File: src/rtl/riscv_pkg.sv
// riscv_pkg: shared core parameters
package riscv_pkg;
  localparam int REGISTER_PORTS = 2;
endpackage

File: src/rtl/riscv_regfile_if.sv
// riscv_regfile_if: lock/writeback request bus and architectural register state
interface riscv_regfile_if #(parameter int PORTS = riscv_pkg::REGISTER_PORTS);
  logic [PORTS-1:0]             register_lock_en;
  logic [PORTS-1:0][4:0]        register_lock;
  logic [PORTS-1:0]             register_write_en;
  logic [PORTS-1:0][4:0]        register_write;
  logic [PORTS-1:0][31:0]       register_write_data;
  logic [31:0][31:0]            register;
  logic [31:0]                  register_locked;
  logic [5:0]                   locked_count;
  logic                         err_write_conflict;
  logic                         err_write_unlocked;
  modport master (
    output register_lock_en, register_lock, register_write_en, register_write, register_write_data,
    input  register, register_locked, locked_count, err_write_conflict, err_write_unlocked
  );
  modport slave (
    input  register_lock_en, register_lock, register_write_en, register_write, register_write_data,
    output register, register_locked, locked_count, err_write_conflict, err_write_unlocked
  );
endinterface

File: src/rtl/riscv_regfile.sv
// riscv_regfile: 32x32 register file with per-register pending-writeback lock bits
module riscv_regfile #(
  parameter int PORTS = riscv_pkg::REGISTER_PORTS
) (
  input logic clock,
  input logic reset,
  riscv_regfile_if.slave bus
);
  logic [31:0][31:0] regs_n;
  logic [31:0]       lock_n;
  logic [5:0]        cnt_n;
  logic              conflict, unlocked;
  // writes clear lock bits before locks set them, so a same-cycle lock wins
  always_comb begin
    regs_n = bus.register;
    lock_n = bus.register_locked;
    conflict = 1'b0;
    unlocked = 1'b0;
    for (int p = 0; p < PORTS; p++) begin
      if (bus.register_write_en[p] && bus.register_write[p] != 5'd0) begin
        regs_n[bus.register_write[p]] = bus.register_write_data[p];
        lock_n[bus.register_write[p]] = 1'b0;
        unlocked = unlocked | ~bus.register_locked[bus.register_write[p]];
        for (int q = 0; q < p; q++)
          conflict = conflict | (bus.register_write_en[q] && bus.register_write[q] == bus.register_write[p]);
      end
    end
    for (int p = 0; p < PORTS; p++)
      if (bus.register_lock_en[p] && bus.register_lock[p] != 5'd0)
        lock_n[bus.register_lock[p]] = 1'b1;
    regs_n[0] = 32'd0;
    lock_n[0] = 1'b0;
    cnt_n = 6'd0;
    for (int i = 1; i < 32; i++)
      cnt_n = cnt_n + 6'(lock_n[i]);
  end
  always_ff @(posedge clock) begin
    if (!reset) begin
      bus.register <= '0;
      bus.register_locked <= '0;
      bus.locked_count <= '0;
      bus.err_write_conflict <= 1'b0;
      bus.err_write_unlocked <= 1'b0;
    end else begin
      bus.register <= regs_n;
      bus.register_locked <= lock_n;
      bus.locked_count <= cnt_n;
      bus.err_write_conflict <= bus.err_write_conflict | conflict;
      bus.err_write_unlocked <= bus.err_write_unlocked | unlocked;
    end
  end
endmodule
File: src/flat_wrapper.sv
// flat-port wrapper written by rule: the top's interface ports become plain ports
module riscv_regfile_flat 
#(
  parameter int PORTS = riscv_pkg::REGISTER_PORTS
)
  (clock, reset, bus_register_lock_en, bus_register_lock, bus_register_write_en, bus_register_write, bus_register_write_data, bus_register, bus_register_locked, bus_locked_count, bus_err_write_conflict, bus_err_write_unlocked);
  riscv_regfile_if #(.PORTS(PORTS)) bus_i ();
  input logic clock;
  input logic reset;
  input wire logic [$bits(bus_i.register_lock_en)-1:0] bus_register_lock_en;
  input wire logic [$bits(bus_i.register_lock)-1:0] bus_register_lock;
  input wire logic [$bits(bus_i.register_write_en)-1:0] bus_register_write_en;
  input wire logic [$bits(bus_i.register_write)-1:0] bus_register_write;
  input wire logic [$bits(bus_i.register_write_data)-1:0] bus_register_write_data;
  output wire logic [$bits(bus_i.register)-1:0] bus_register;
  output wire logic [$bits(bus_i.register_locked)-1:0] bus_register_locked;
  output wire logic [$bits(bus_i.locked_count)-1:0] bus_locked_count;
  output wire logic [$bits(bus_i.err_write_conflict)-1:0] bus_err_write_conflict;
  output wire logic [$bits(bus_i.err_write_unlocked)-1:0] bus_err_write_unlocked;
  assign bus_i.register_lock_en = bus_register_lock_en;
  assign bus_i.register_lock = bus_register_lock;
  assign bus_i.register_write_en = bus_register_write_en;
  assign bus_i.register_write = bus_register_write;
  assign bus_i.register_write_data = bus_register_write_data;
  assign bus_register = bus_i.register;
  assign bus_register_locked = bus_i.register_locked;
  assign bus_locked_count = bus_i.locked_count;
  assign bus_err_write_conflict = bus_i.err_write_conflict;
  assign bus_err_write_unlocked = bus_i.err_write_unlocked;
  riscv_regfile #(.PORTS(PORTS)) u_core (.clock(clock), .reset(reset), .bus(bus_i));
endmodule
File: config.mk
export PLATFORM = sky130hd
export DESIGN_NAME = riscv_regfile_flat
export DESIGN_NICKNAME = d
export VERILOG_FILES = /design/src/rtl/riscv_pkg.sv /design/src/rtl/riscv_regfile_if.sv /design/src/rtl/riscv_regfile.sv /design/src/flat_wrapper.sv
export SDC_FILE = /design/constraint.sdc
export NUM_CORES = 2
export LEC_CHECK = 0
export BUFFER_PORTS_ARGS = -buffer_cell sky130_fd_sc_hd__buf_2
export CAP_MARGIN = 20
export CORE_AREA = 2 2 450 452
export DETAILED_ROUTE_END_ITERATION = 10
export DIE_AREA = 0 0 452 454
export PLACE_DENSITY = 0.47
export SLEW_MARGIN = 5
export SYNTH_ARGS = -nofsm -noshare
export SYNTH_HDL_FRONTEND = slang
export SYNTH_SLANG_ARGS = --single-unit
export TNS_END_PERCENT = 5
File: constraint.sdc
create_clock -name clock -period 6.2 [get_ports clock]
set_clock_uncertainty 0.1 [all_clocks]
set_input_delay 0.62 -clock clock [delete_from_list [all_inputs] [get_ports clock]]
set_output_delay 0.62 -clock clock [all_outputs]
set_load 0.02 [all_outputs]
==> flow_summary.toml <==
[logic_synthesis]
yosys_warnings = 0
yosys_register_bits = 1031
ys_types = 62
synth_cells = 5484
synth_top_area_share_pct = 43.48
synth-main-ff-cell = "dfxtp_1"
syn_area_per_cell_um2 = 8.656
synth_area_leaders = "dfxtp_1 43%, mux2i_1 11%, a211oi_1 9.6%, nor2_1 8.0%, a311oi_1 5.7%"
synth_top_area_cell = "dfxtp_1"
async_reset_ff_share_pct = 0
synth-edff-count = 0
ys_seq_area_share_pct = 43.48
netlist_area_mm2 = 0.04747

[power_and_ir_drop]
p_int_mw = 11.87
switching_share_pct = 29.41
clkPwrFrac_pct = 47.9
ir_drop_v = 0.0002855
p_leak_nw = 26.87
p_comb_share_pct = 11.3
p_per_area_mw_per_mm2 = 278.9
seqPwrFrac_pct = 40.7
p_sw_mw = 4.944

[worst_setup_path]
end_kind = "flop"
startpoint = "bus_register_write[2]"
path_cells = "buf_2, buf_4, nand2_2, or3_4, a31oi_1, buf_4, fa_1, fa_1, fa_1, inv_1, fa_1, inv_1, fa_1, fa_1, inv_1, ha_1, inv_1, fa_1, inv_1, a21o_1, a21oi_1, xor2_1, nor2_1"
worstSetupPathType = "input pin to flop"
cp_common_cell = "fa_1"
crit_family = "adder cells"
worst-path-max-fanout = 8
max_stage_delay_ns = 0.53
cp.arrival_ns = 6.08
critPathLaunchType = "input pin"
r2r_start = "u_core.bus.register_locked[2]"
cp.required_ns = 6.73
crit_buf_inv = 8
worst_path_max_delay_cell = "fa_1"

[sta]
fin_ws_ns = 0.6563
drv_slew = 0
setup_viol = 0
maxSlewHeadroom_pct = 22.07
min_period_ns = 5.544
fmax_mhz = 180.4
hold_viol_final = 0
worst_slew_pin_slew_ns = 1.169
fin_crit_sh_pct = 89.41
finalSetupTns_ns = 0
rsz0062_at_grt = "false"

[route]
ant_nets = 0
drt-pass1-iter-count = 6
drt_iter0_markers = 6107
post_drt_via_cell_ratio = 5.469
routed_wl_um = 308400
wl_per_cell_um = 34.08
drc_errors = 0
dr_total_vias = 49500

[cells_and_area]
fin_nets = 6393
syn_to_final_growth_pct = 26.97
layout-drive-gt1-share_pct = 26.41
final_cell_mix = "1,109 x buf_2, 1,031 x dfxtp_1, 1,006 x nor2_1"
utilization_pct = 30.00
fillers = 21220
final_common_cell = "buf_2"
final_cell_area_mm2 = 0.06027
final_cells = 9051

[cts]
cts_post_setup_buffers_inserted = 0
clkTransAtPathRegs_ns = 0.06
ctsHoldBuffers = 0
cts_tree = "done"
postCtsResizedCells = 0
htreeDepth = 4
insertion_delay_ns = 0.82
cts_sinks = 1031
cts-root-buf = "clkbuf_16"
numCtsBuffers = 132
cts_buffer_depth = 3

[place]
placedCellCount = 8808
pre_cts_ws_ns = -0.1337
place_area_mm2 = 0.05580
hpwlAfterDp_um = 195600
finalWeightedCongestion = 0.9149
portBuffers = 1120

[floorplan]
coreArea_mm2 = 0.2009
die_h_um = 454
die_area_mm2 = 0.2052
ios = 1154
floorplan.initialDensity_pct = 23.63
rows = 165
die_w_um = 452

[hold_path]
min_from = "bus_register_write_data[62]"
min_path_type = "input pin to flop"

[global_route]
antenna_found_initial = 25
grt_overflow = 0
grt_max_degree = 200
grt_pass1_vias = 45420
grt_pass1_wl_um = 408700
grtUsageTotal_pct = 28.63

[flow_run]
maxCapViolCount = 0

[run_status]
status = "complete, no violations"
-- synthesized netlist by cell type (17+ instances only) --
master / n
a211oi_1: 605
a221oi_1: 57
a311oi_1: 307
a31oi_1: 17
a32oi_1: 83
and2_1: 32
buf_1: 55
buf_2: 130
buf_4: 62
clkbuf_1: 520
dfxtp_1: 1031
fa_1: 23
inv_1: 30
mux2i_1: 502
nand2_1: 448
nand3_1: 282
nor2_1: 1006
nor2b_1: 17
nor3_1: 71
o22ai_1: 21
-- final timing paths --
kind                                      to  slack [ns]  cells after the start
setup / recovery  u_core.bus.locked_count[4]        0.66                     23
hold / removal      u_core.bus.register[766]        0.12                      3
setup reg to reg  u_core.bus.locked_count[4]        0.85                     19
hold reg to reg     u_core.bus.register[217]        0.38                      2
-- cells by family (layout without fill, tap and decap cells) --
logic type	count (synthesis)	in the layout	synth area share [%]
buffers and inverters	799	1656	7.169
other	1	39	0.007900
AOI/OAI and AO/OA	1185	1185	20.02
adders and majority gates	32	32	1.207
xor gates and xnor gates	6	6	0.1107
muxes	517	517	11.23
and+or+nand+nor	1913	1913	16.78
DFF	1031	1031	43.48
-- tightest hold or removal path: stages --
cell	delay [ns]
buf_2	0.18
nor2_1	0.12
a211oi_1	0.05
-- stage by stage --
| stage | total power [mW] | hold WS (ns) |
|---|---|---|
| 6_report | 16.81 | 0.1219 |
| 5_1_grt | 17.24 | 0.1008 |
| 4_1_cts | 16.88 | 0.05064 |
| 3_5_place_dp | 8.859 | 0.3680 |
| 3_3_place_gp | 8.856 | 0.3560 |
| 2_1_floorplan | 7.893 | 0.4551 |
-- cell type report --
class	instances	area, um^2	area share, %
inverters	30	120.1	0.1993
clock inverters	36	544.3	0.9030
repair buffers	1390	7825	12.98
diodes	6	15.01	0.02491
multi-input cells	3686	23900	39.66
flip-flops and latches	1031	20640	34.24
well taps	2672	3343	5.547
clock buffers	200	3881	6.440
-- registers in the layout (all words and copies together) (netlist names) --
register and flops:
u_core.bus.locked_count 6, u_core.bus.err_write_unlocked 1, u_core.bus.err_write_conflict 1, u_core.bus.register 992, u_core.bus.register_locked 31
-- routing by layer --
layer  GRT usage [%]  vias to the layer above  wire (um)
li1                -                    21330          -
met1           35.05                    24430     119800
met2           44.78                     3061     139400
met3           7.414                      676      28170
met4           17.78                       12      20880
met5               0                        -         93
-- power groups by stage --
stage               clock (mW)  sequential [mW]  combinational (mW)
CTS                       8.16             6.85                1.87
detailed placement           0             6.99                1.87
finish                    8.06             6.85                1.90
floorplan                    0             7.15               0.747
global placement             0             6.99                1.87
global route              8.43             6.86                1.96
Power figures use the tool's default switching activity.
